**config.mk**
```make
export PLATFORM = sky130hd
export DESIGN_NAME = apb_master_arbiter
export DESIGN_NICKNAME = d
export VERILOG_FILES = /design/src/rtl/sl2_apb_pkg.sv /design/src/rtl/apb_master_arbiter_rr_arbiter_2.sv /design/src/rtl/apb_master_arbiter.sv
export SDC_FILE = /design/constraint.sdc
export NUM_CORES = 1
export LEC_CHECK = 0
export ABC_AREA = 1
export CAP_MARGIN = 30
export CORE_UTILIZATION = 38
export CTS_CLUSTER_SIZE = 20
export DETAILED_ROUTE_END_ITERATION = 12
export PLACE_DENSITY = 0.8
export SYNTH_ARGS = -nofsm -noshare
export SYNTH_HDL_FRONTEND = slang
export SYNTH_SLANG_ARGS = --single-unit
```
**constraint.sdc**
```tcl
create_clock -name clock -period 1.45 [get_ports clock]
set_input_delay 0.145 -clock clock [delete_from_list [all_inputs] [get_ports clock]]
set_output_delay 0.145 -clock clock [all_outputs]
set_load 0.01 [all_outputs]
```
**src/rtl/sl2_apb_pkg.sv**
```systemverilog
// -----------------------------------------------------------------------------
// sl2_apb_pkg
// Shared definitions for the SL2 APB master path: the master FSM state type,
// default bus widths and the register map of the bridge register slave.
// Optional feature macro used by apb_master_arbiter: APB_ARB_TIMEOUT_EN.
// -----------------------------------------------------------------------------
package sl2_apb_pkg;

   typedef enum logic [1:0] {
      IDLE   = 2'd0,
      SETUP  = 2'd1,
      ACCESS = 2'd2
   } apb_arb_state_t;

   localparam int APB_ADDR_W = 32;
   localparam int APB_DATA_W = 32;

   // Bridge register slave map
   localparam logic [APB_ADDR_W-1:0] DATA_ADDR   = 32'h0000_0003;
   localparam logic [APB_ADDR_W-1:0] CONFIG_ADDR = 32'h0000_0004;

endpackage

```
**src/rtl/apb_master_arbiter_rr_arbiter_2.sv**
```systemverilog
// -----------------------------------------------------------------------------
// rr_arbiter_2
// Two-way round-robin arbiter. The grant is combinational from req_valid and
// the registered last_grant; last_grant updates only when the grant is taken.
// Ports:
//   clock, reset   : system clock, synchronous active-high reset
//   req_valid[1:0] : requests
//   accept         : the current grant is being consumed this cycle
//   grant[1:0]     : one-hot grant (zero when nobody requests)
// -----------------------------------------------------------------------------
module rr_arbiter_2 (
   input  logic       clock,
   input  logic       reset,
   input  logic [1:0] req_valid,
   input  logic       accept,
   output logic [1:0] grant
);

   logic last_grant_q, last_grant_d;

   always_comb begin
      grant = 2'b00;
      unique case (req_valid)
         2'b01:   grant = 2'b01;
         2'b10:   grant = 2'b10;
         // On contention favour whoever was not served last
         2'b11:   grant = last_grant_q ? 2'b01 : 2'b10;
         default: grant = 2'b00;
      endcase
   end

   always_comb begin
      last_grant_d = last_grant_q;
      if (accept && (grant != 2'b00)) last_grant_d = grant[1];
   end

   // Resets to 1 so requester 0 wins the first contention
   always_ff @(posedge clock) begin
      if (reset) last_grant_q <= 1'b1;
      else       last_grant_q <= last_grant_d;
   end

endmodule

```
**src/rtl/apb_master_arbiter.sv**
```systemverilog
// -----------------------------------------------------------------------------
// apb_master_arbiter
// Shares one APB bus between requester 0 (SL2 link engine) and requester 1
// (host sequencer). Single-beat commands are arbitrated round-robin, run
// through APB SETUP/ACCESS, and the response is returned as a one-cycle
// rsp_valid pulse to the owner.
// Optional feature: define APB_ARB_TIMEOUT_EN to abort an ACCESS phase after
// TIMEOUT_CYCLES cycles without pready (response carries rsp_err=1).
// Ports:
//   clock, reset                       : system clock, sync active-high reset
//   req_valid/ready/write/addr/wdata/strb : per-requester command channel
//   rsp_valid, rsp_rdata, rsp_err      : response (rdata/err shared)
//   paddr/psel/penable/pwrite/pwdata/pstrb/pready/prdata/pslverr : APB
// -----------------------------------------------------------------------------
module apb_master_arbiter
   import sl2_apb_pkg::*;
#(
   parameter int ADDR_W         = APB_ADDR_W,
   parameter int DATA_W         = APB_DATA_W,
   parameter int TIMEOUT_CYCLES = 64
) (
   input  logic                    clock,
   input  logic                    reset,
   input  logic [1:0]              req_valid,
   output logic [1:0]              req_ready,
   input  logic [1:0]              req_write,
   input  logic [2*ADDR_W-1:0]     req_addr,
   input  logic [2*DATA_W-1:0]     req_wdata,
   input  logic [2*(DATA_W/8)-1:0] req_strb,
   output logic [1:0]              rsp_valid,
   output logic [DATA_W-1:0]       rsp_rdata,
   output logic                    rsp_err,
   output logic [ADDR_W-1:0]       paddr,
   output logic                    psel,
   output logic                    penable,
   output logic                    pwrite,
   output logic [DATA_W-1:0]       pwdata,
   output logic [DATA_W/8-1:0]     pstrb,
   input  logic                    pready,
   input  logic [DATA_W-1:0]       prdata,
   input  logic                    pslverr
);

   localparam int STRB_W = DATA_W / 8;

   apb_arb_state_t    state_q,   state_d;
   logic              owner_q,   owner_d;
   logic [ADDR_W-1:0] paddr_q,   paddr_d;
   logic              psel_q,    psel_d;
   logic              penable_q, penable_d;
   logic              pwrite_q,  pwrite_d;
   logic [DATA_W-1:0] pwdata_q,  pwdata_d;
   logic [STRB_W-1:0] pstrb_q,   pstrb_d;
   logic [1:0]        rsp_valid_q, rsp_valid_d;
   logic [DATA_W-1:0] rsp_rdata_q, rsp_rdata_d;
   logic              rsp_err_q,   rsp_err_d;

   logic [1:0] grant;
   logic       accept;
   logic       gidx;

`ifdef APB_ARB_TIMEOUT_EN
   localparam int CNT_W = $clog2(TIMEOUT_CYCLES + 1);
   logic [CNT_W-1:0] to_cnt_q, to_cnt_d;
`else
   logic unused_timeout;
   assign unused_timeout = (TIMEOUT_CYCLES != 0);
`endif

   assign accept = (state_q == IDLE) && (grant != 2'b00) && !reset;
   assign gidx   = grant[1];

   rr_arbiter_2 u_arb (
      .clock     (clock),
      .reset     (reset),
      .req_valid (req_valid),
      .accept    (accept),
      .grant     (grant)
   );

   always_comb begin
      state_d     = state_q;
      owner_d     = owner_q;
      paddr_d     = paddr_q;
      psel_d      = psel_q;
      penable_d   = penable_q;
      pwrite_d    = pwrite_q;
      pwdata_d    = pwdata_q;
      pstrb_d     = pstrb_q;
      rsp_valid_d = 2'b00;
      rsp_rdata_d = rsp_rdata_q;
      rsp_err_d   = rsp_err_q;
`ifdef APB_ARB_TIMEOUT_EN
      to_cnt_d    = to_cnt_q;
`endif
      unique case (state_q)
         IDLE: begin
            if (accept) begin
               owner_d  = gidx;
               pwrite_d = req_write[gidx];
               paddr_d  = req_addr[gidx*ADDR_W +: ADDR_W];
               // Reads drive zero data and strobes on the bus
               pwdata_d = req_write[gidx] ? req_wdata[gidx*DATA_W +: DATA_W] : '0;
               pstrb_d  = req_write[gidx] ? req_strb[gidx*STRB_W +: STRB_W]  : '0;
               psel_d   = 1'b1;
               state_d  = SETUP;
            end
         end
         SETUP: begin
            penable_d = 1'b1;
            state_d   = ACCESS;
`ifdef APB_ARB_TIMEOUT_EN
            to_cnt_d  = '0;
`endif
         end
         ACCESS: begin
            if (pready) begin
               psel_d               = 1'b0;
               penable_d            = 1'b0;
               state_d              = IDLE;
               rsp_valid_d[owner_q] = 1'b1;
               rsp_rdata_d          = pwrite_q ? '0 : prdata;
               rsp_err_d            = pslverr;
            end
`ifdef APB_ARB_TIMEOUT_EN
            // pready is checked first so it wins on the terminal count
            else if (to_cnt_q == CNT_W'(TIMEOUT_CYCLES - 1)) begin
               psel_d               = 1'b0;
               penable_d            = 1'b0;
               state_d              = IDLE;
               rsp_valid_d[owner_q] = 1'b1;
               rsp_rdata_d          = '0;
               rsp_err_d            = 1'b1;
            end else begin
               to_cnt_d = to_cnt_q + 1'b1;
            end
`endif
         end
         default: state_d = IDLE;
      endcase
   end

   always_ff @(posedge clock) begin
      if (reset) begin
         state_q     <= IDLE;
         owner_q     <= 1'b0;
         paddr_q     <= '0;
         psel_q      <= 1'b0;
         penable_q   <= 1'b0;
         pwrite_q    <= 1'b0;
         pwdata_q    <= '0;
         pstrb_q     <= '0;
         rsp_valid_q <= 2'b00;
         rsp_rdata_q <= '0;
         rsp_err_q   <= 1'b0;
`ifdef APB_ARB_TIMEOUT_EN
         to_cnt_q    <= '0;
`endif
      end else begin
         state_q     <= state_d;
         owner_q     <= owner_d;
         paddr_q     <= paddr_d;
         psel_q      <= psel_d;
         penable_q   <= penable_d;
         pwrite_q    <= pwrite_d;
         pwdata_q    <= pwdata_d;
         pstrb_q     <= pstrb_d;
         rsp_valid_q <= rsp_valid_d;
         rsp_rdata_q <= rsp_rdata_d;
         rsp_err_q   <= rsp_err_d;
`ifdef APB_ARB_TIMEOUT_EN
         to_cnt_q    <= to_cnt_d;
`endif
      end
   end

   // req_ready is the accept handshake itself, so it must be visible in the
   // same IDLE cycle the command is taken; everything else is a flop.
   assign req_ready = accept ? grant : 2'b00;
   assign rsp_valid = rsp_valid_q;
   assign rsp_rdata = rsp_rdata_q;
   assign rsp_err   = rsp_err_q;
   assign paddr     = paddr_q;
   assign psel      = psel_q;
   assign penable   = penable_q;
   assign pwrite    = pwrite_q;
   assign pwdata    = pwdata_q;
   assign pstrb     = pstrb_q;

endmodule

```
* Yosys cells after proc, flatten, opt, wreduce, memory -nomap -nowiden *
Index checks and enable logic that the tools add are counted.

cells by class
  bitwise operators = 2
  $add $sub $neg = 0
  equal/unequal tests = 7
  div/mod/pow operators = 0
  multiply operators = 0
  shift operators = 3
  $lt $le $gt $ge = 3
  reduce and logical (&&, ||, !) cells = 15
  muxes and demuxes = 17

operators with widths
  operator                                                                       count
  64-bit by 7-bit indexed part select with 32-bit output                         2
  32-bit 2-to-1 mux                                                              2
  2-bit case mux with 3 select lines                                             2
  2-bit 2-to-1 mux                                                               4
  2-bit AND reduction                                                            4
  8-bit by 4-bit indexed part select with 4-bit output                           1
  2-bit equality test (second input constant)                                    3
  2-bit nonzero test                                                             3
  1-bit 2-to-1 mux                                                               5
  2-bit by 1-bit equality test with 1-bit output (second input constant)         2
  1-bit logical AND                                                              4
  1-bit by 2-bit less-than comparator with 1-bit output (second input constant)  2
  4-bit 2-to-1 mux                                                               1
  2-bit inequality test (second input constant)                                  2
  1-bit case mux with 2 select lines                                             2
  3-bit AND reduction                                                            1
  3-bit OR reduction                                                             1
  2-bit logical NOT                                                              1
  1-bit inverter                                                                 2
  1-bit demux with 1-bit select                                                  1
  1-bit greater-or-equal comparator (second input constant)                      1
  1-bit logical NOT                                                              1

word-level totals
  bits in registers = 110
  bits in latches = 0
  memories = 0
  bits in read-only memories = 0
  RAM bits = 0
  output and inout bits = 108

* Longest topological paths before layout *
  depth after elaboration = 7
  depth in mapped cells = 8

* Cells and area by module *
Synthesis repeated with hierarchy kept, for this count alone.

second synthesis, totals
  cell total of the unflattened synthesis = 778
  area, all modules = 4983.5 um2

modules (own cells, without submodules)
  module              area an instance (um2)  times used  cells an instance  sequential area each (um2)
  apb_master_arbiter  4923.5                  1           769                2182.1
  rr_arbiter_2        60.1                    1           9                  20.0

* Worst setup path before layout *
Ideal clock, no wire load.

  kind = flip-flop to flip-flop
  start = reg state_q[0]
  end = reg paddr_q[13] (netlist: paddr[13])
  slack = 303 ps
  path buffers = 1
  cell stages (with the launch flop) = 8
  library setup time = 109 ps
  data required time = 1341 ps
  arrival time = 1038 ps
  path through = dfxtp_1 > nor2_2 > nand2_1 > nor2_2 > buf_2 > nand3_1 > nand2_1 > inv_1

between the ends
  word-level cells in the longest chain between the ends = 4

RTL lines
  item                                    line                                                RTL
  start, declared                         apb_master_arbiter.sv:46                            apb_arb_state_t state_q, state_d;
  start signal, assigned                  apb_master_arbiter.sv:160                           state_q <= state_d;
  2-bit logical NOT *                     apb_master_arbiter.sv:70, apb_master_arbiter.sv:96
  1-bit logical AND (2 in a row)          apb_master_arbiter.sv:70                            assign accept = (state_q == IDLE) && (grant != 2'b00) && !reset;
  2-bit AND reduction (no source line) *  --
  end signal, assigned                    apb_master_arbiter.sv:162                           paddr_q <= paddr_d;
  end, declared                           apb_master_arbiter.sv:48                            logic [ADDR_W-1:0] paddr_q, paddr_d;

Mark *: on every way between the ends. The rest lies on a longest branch, timed or not.
A chain may end at the register's enable or synchronous reset.

* Worst setup path in the final report *
  start = reg penable_q (netlist: penable)
  end = out penable

RTL lines
  item                    line                       RTL
  start, declared         apb_master_arbiter.sv:50   logic penable_q, penable_d;
  start signal, assigned  apb_master_arbiter.sv:164  penable_q <= penable_d;
  end, declared           apb_master_arbiter.sv:35   output logic penable,

No word-level cell between the ends.

==> flow_summary.yaml <==
status:
  run_status: "completed"
routing:
  drt_pass1_iterations: 4
  dr.first_iter.drc_count: 362
  drt_wl_total_um: 16700
  route.layer.met1.wl_um: 6770
  detailroute.wirelength.met2_um: 7890
  ant_nets: 0
  route.vias.total: 5685
  route.detailed.wl_per_inst_um: 14.2
  post-route-drc-count: 0
  drt-vias-per-instance: 4.84
  top_signal_layer_used: "met4"
  detailed_route_wirelength_on_metal3_um: 1590
cells_and_area:
  layout.cells.most_common: "nand2_1"
  insertedDiodeCount: 0
  nets: 1173
  stdcell_area_mm2: 0.00840
  layout_common_cells: "nand2_1 (276), clkdlybuf4s50_1 (269), nand3_1 (210)"
  fill_cells: 1113
  multi_input_area_mm2: 0.00239
  post_route_cells_drive_above_1_share: 0.0649
  area.sequential_mm2: 0.00220
  layout-area-overhead-vs-synth_pct: 70.5
sta:
  fmax_mhz: 706
  whs_ns: 0.291
  transition_at_the_pin_with_the_smallest_max_transition_slack_ns: 0.420
  post-route-min-period_ns: 1.42
  number_of_endpoints_failing_setup_at_the_final_stage: 0
  slew_headroom: 0.720
  final_cycle_utilization_of_the_critical_path: 0.976
  setup_repair_after_global_routing_missed_its_margin: "no"
  hold_viol_final: 0
  fin_worst_skew_ns: 0.00642
  final-max-slew-violation-count: 0
cts:
  clock_tree_from_tritoncts: "built"
  clk-insertion-delay-late_ns: 0.35
  clock_path_buffers: 2
  cts_hold_repair.buffers: 0
  cts-root-buf: "clkbuf_16"
  postCtsSetupRepairBufs: 0
  clkTransAtPathRegs_ns: 0.07
  cts.sink_count: 110
  tritoncts.num_buffers: 9
  htree_num_levels: 3
power_and_ir_drop:
  power_mw: 7.87
  leakage_nw: 3.95
  power_per_cell_area_mw_per_mm2: 937
  irDropWorstVdd_mv: 0.624
worst_setup_path:
  critPathKind: "register to output pin"
  setup.reg_to_reg.worst_slack_ns: 0.12
  crit_path_arrival_time_ns: 1.27
  worstSetupPathDepth: 1
  regToRegStartpoint: "state_q[1]"
  reg2reg_depth: 6
  cp_data_required_time_ns: 1.31
  crit-reg2reg-capture: "rsp_rdata[13]"
  crit_slowest_cell: "clkdlybuf4s50_1"
  cp-end-kind: "output pin"
  worstSetupStartpointType: "register"
  worst-path-max-fanout: 2
  setup.worst_path.end: "penable"
  cp_top_family: "buffers and inverters"
  critical_path_s_largest_stage_delay_ns: 0.58
  setup_crit_start: "penable"
  worstPathBufferInverterCount: 1
  path_cells: "clkdlybuf4s50_1"
synthesis:
  post-synth-top-area-fraction: 0.447
  synth-seq-area-share: 0.447
  syn_nets: 904
  ys_seq_elements: 110
  synthCells: 728
  yosys-top-cells-area: "dfxtp_1 (45%), nand3_1 (21%), nand2_1 (21%), buf_2 (2.6%), o21ai_0 (2.3%)"
  postSynthAreaPerCell_um2: 6.77
  netlist.top_cell.by_area: "dfxtp_1"
  netlist_area_mm2: 0.00493
  synth-warning-count: 0
  post_synth_num_cell_types: 19
floorplan:
  floorplan.die.height_um: 116
  top_level_ports: 284
  starting_density: 0.390
  die-area_mm2: 0.0134
  fp-row-count: 41
  dieWidth_um: 116
  core_region_area_mm2: 0.0126
flow_run:
  max_cap_violations: 0
global_route:
  grt_antenna_before_repair: 0
  grt_first_pass_wirelength_um: 25500
  number_of_global_route_vias_before_repair: 5218
  maximum_number_of_pins_on_one_net_before_global_route_repair: 40
  track_usage: 0.245
  grt.overflow.total: 0
place:
  portBuffers: 283
  gp_congestion: 0.785
  dpl.hpwl_um: 12200
  post_dp_cell_area_mm2: 0.00808
worst_hold_path:
  min-delay-path-class: "primary input to register"
## routing by layer
metal,vias to the layer above,GRT usage
met2,225,0.416
met1,2514,0.279
met3,37,0.0785
met4,0,0.115
met5,-,0
li1,2909,-
## cell type report
type / instances / share of cell area
clock buffers: 10 / 0.0273
clock inverters: 6 / 0.00730
inverters: 19 / 0.00894
multi-input cells: 540 / 0.284
flip-flops and latches: 110 / 0.262
well taps: 172 / 0.0256
repair buffers: 317 / 0.385
## stage by stage
step | util | TNS (ns) | std cells | setup slack [ns]
3_3_place_gp | 0.641 | -7.51 | 1158 | -0.178
3_5_place_dp | 0.641 | -9.27 | 1158 | -0.200
6_report | 0.666 | 0 | 1174 | 0.0341
4_1_cts | 0.664 | 0 | 1174 | 0.00394
5_1_grt | 0.666 | 0 | 1174 | 0.00275
2_1_floorplan | - | 0 | 728 | 0.303
## Yosys cell counts
cell / n
nor2_2: 4
nor2_1: 5
nand2_2: 3
clkbuf_1: 17
dfxtp_1: 110
inv_2: 2
a21oi_1: 2
buf_4: 3
nand4_1: 1
buf_6: 3
o21ai_0: 23
nand3_1: 210
o21ai_1: 12
inv_1: 17
or2_2: 1
buf_2: 26
nand2_1: 278
buf_1: 10
nand2_4: 1
## what timing repair did
item / CTS / global route
setup endpoints to repair: 4 / 44
resized for setup: 10 / 16
pin swaps: 1 / 0
gates cloned: 0 / 0
## worst register-to-register path: cells and delay by family (launching register included)
family / cells / cell delay [ns]
AO/OA/AOI/OAI: 1 / 0.21
buffers and inverters: 2 / 0.37
flip-flops: 1 / 0.38
AND/OR/NAND/NOR: 3 / 0.30
## state kept, by name (all words and copies together), names as in the netlist
| name | cells |
|---|---|
| pstrb | 4 |
| rsp_err | 1 |
| psel | 1 |
| penable | 1 |
| pwdata | 32 |
| rsp_rdata | 32 |
| pwrite | 1 |
| u_arb.last_grant_q | 1 |
| rsp_valid | 2 |
| owner_q | 1 |
| paddr | 32 |
| state_q | 2 |
## power by group
group          switching, mW  internal, mW
logic                  0.949          1.12
registers              0.115          3.23
clock network           1.12          1.34
total                   2.18          5.69
## kinds of logic (layout without fill, tap and decap cells)
kind of cell | count (synthesis) | count (layout) | share of synthesized area
simple gates | 503 | 503 | 0.443
flops | 110 | 110 | 0.447
compound gates | 37 | 37 | 0.0376
buf+inv | 78 | 352 | 0.0729
## how the worst min path moves through the flow
| stage | depth (start not counted) | slack (ns) | start | end |
|---|---|---|---|---|
| floorplan | 1 | 0.21 | reset | penable |
| global placement | 1 | 0.43 | owner_q | rsp_valid[0] |
| detailed placement | 1 | 0.43 | owner_q | rsp_valid[0] |
| CTS | 4 | 0.28 | req_valid[1] | owner_q |
| global route | 4 | 0.35 | req_valid[1] | owner_q |
| finish | 4 | 0.29 | req_valid[1] | owner_q |
(Power assumes the default switching activity.)
==> RTL change, RTL diff (same flow settings) <==
Make the reset (`reset`) asynchronous in 2 clocked blocks. Comments in the files are not updated.
--- a/src/rtl/apb_master_arbiter_rr_arbiter_2.sv
+++ b/src/rtl/apb_master_arbiter_rr_arbiter_2.sv
@@ -35,7 +35,7 @@
    end
 
    // Resets to 1 so requester 0 wins the first contention
-   always_ff @(posedge clock) begin
+   always_ff @(posedge clock or posedge reset) begin
       if (reset) last_grant_q <= 1'b1;
       else       last_grant_q <= last_grant_d;
    end
--- a/src/rtl/apb_master_arbiter.sv
+++ b/src/rtl/apb_master_arbiter.sv
@@ -140,7 +140,7 @@
       endcase
    end
 
-   always_ff @(posedge clock) begin
+   always_ff @(posedge clock or posedge reset) begin
       if (reset) begin
          state_q     <= IDLE;
          owner_q     <= 1'b0;
Function: differs if reset is asserted again (counterexample within 4 cycles, from zero or initial values and one cycle with reset high); with reset held inactive, the same outputs for 4 cycles.
==> RTL change against the original RTL <==
The flow now finishes with violations (setup timing). Cell area rose by 9.6%. Wire length increased by 6.5%. Synthesized area up 5.8%. Core utilization up 2.7 points. Die area up 5.7%. Sequential cell count did not move. Maximum frequency shrank 3.5%. Hold slack better by 69 ps. Worst setup slack worse by 52 ps. Synthesized cell count shrank 8.1%. Critical path type is now reg -> reg. Critical path depth grew 5.
Power is not compared: it rests on default switching activity, and its combinational part moved more than twofold at a synthesized area within 25%.
==> RTL change: results (changes against the original RTL) <==
Plain + repair buffers - 325 (was 317)
setup_tns - -40.8 ps (was 0 ps)
status - finished, violations left (was finished clean)
Non-clock buffer share - 38.6% (was 38.5%)
Final setup viols - 6 (was 0)
Metal-1 WL - 7250 um (was 6770 um)
failing checks - setup timing
Worst path max stage delay - 540 ps (was 580 ps)
number of global-route vias before repair - 5242 (was 5218)
ratio of cells with drive above 1 in the final layout - 9.96% (was 6.49%)
share of flip-flops with an asynchronous set or reset - 100% (was 0%)
Seq/total area - 29.9% (was 26.2%)
M1 GR Usage - 27.8% (was 27.9%)
CP endpoint - paddr[29]$_DFFE_PP0P_ (was penable)
Area Overhead vs Synth - 76.5% (was 70.5%)
Synth Area in Compound Gates - 8.14% (was 3.76%)
sequential share of the synthesized area - 52.8% (was 44.7%)
crit-path leading delay family - flip-flops (was buffers and inverters)
synthesized area per cell - 7.79 um2 (was 6.77 um2)
Detailed Place HPWL - 11700 um (was 12200 um)
dpl cell area - 8360 um2 (was 8080 um2)
initial detailed-routing violation count - 354 (was 362)
metal3 WL - 1390 um (was 1590 um)
via count - 5566 (was 5685)
Routed met2 length - 8540 um (was 7890 um)
Slowest-stage cell, CP - dfstp_2 (was clkdlybuf4s50_1)
n_diodes - 2 (was 0)
Final WS setup - -17.6 ps (was 34.1 ps)
worst slew pin tran - 775 ps (was 420 ps)
number of antenna violations at the first check in global routing - 2 (was 0)
Final Net Count - 1135 (was 1173)
Total GRT Usage - 23.2% (was 24.5%)
-- RTL change: worst min path at each step --
stage / from / to / slack [ps] / cells after the start
after floorplan: pready / rsp_err$_DFFE_PP0P_ / 290 / 2
after global placement: owner_q$_DFFE_PP0P_ / rsp_valid[0]$_DFF_PP0_ / 410 / 1
after detailed placement: owner_q$_DFFE_PP0P_ / rsp_valid[0]$_DFF_PP0_ / 430 / 1
after CTS: prdata[12] / rsp_rdata[12]$_DFFE_PP0P_ / 350 / 3
after global routing: prdata[2] / rsp_rdata[2]$_DFFE_PP0P_ / 380 / 3
final: prdata[2] / rsp_rdata[2]$_DFFE_PP0P_ / 360 / 3
-- RTL change: power groups by stage --
stage                     logic [uW]  registers (uW)  clock network (uW)
final                           6830            5010                2650
after detailed placement        6380            5030                   0
after global placement          6260            5010                   0
after CTS                       6390            5010                2690
after floorplan                 2070            5570                   0
after global routing            7360            5150                2820
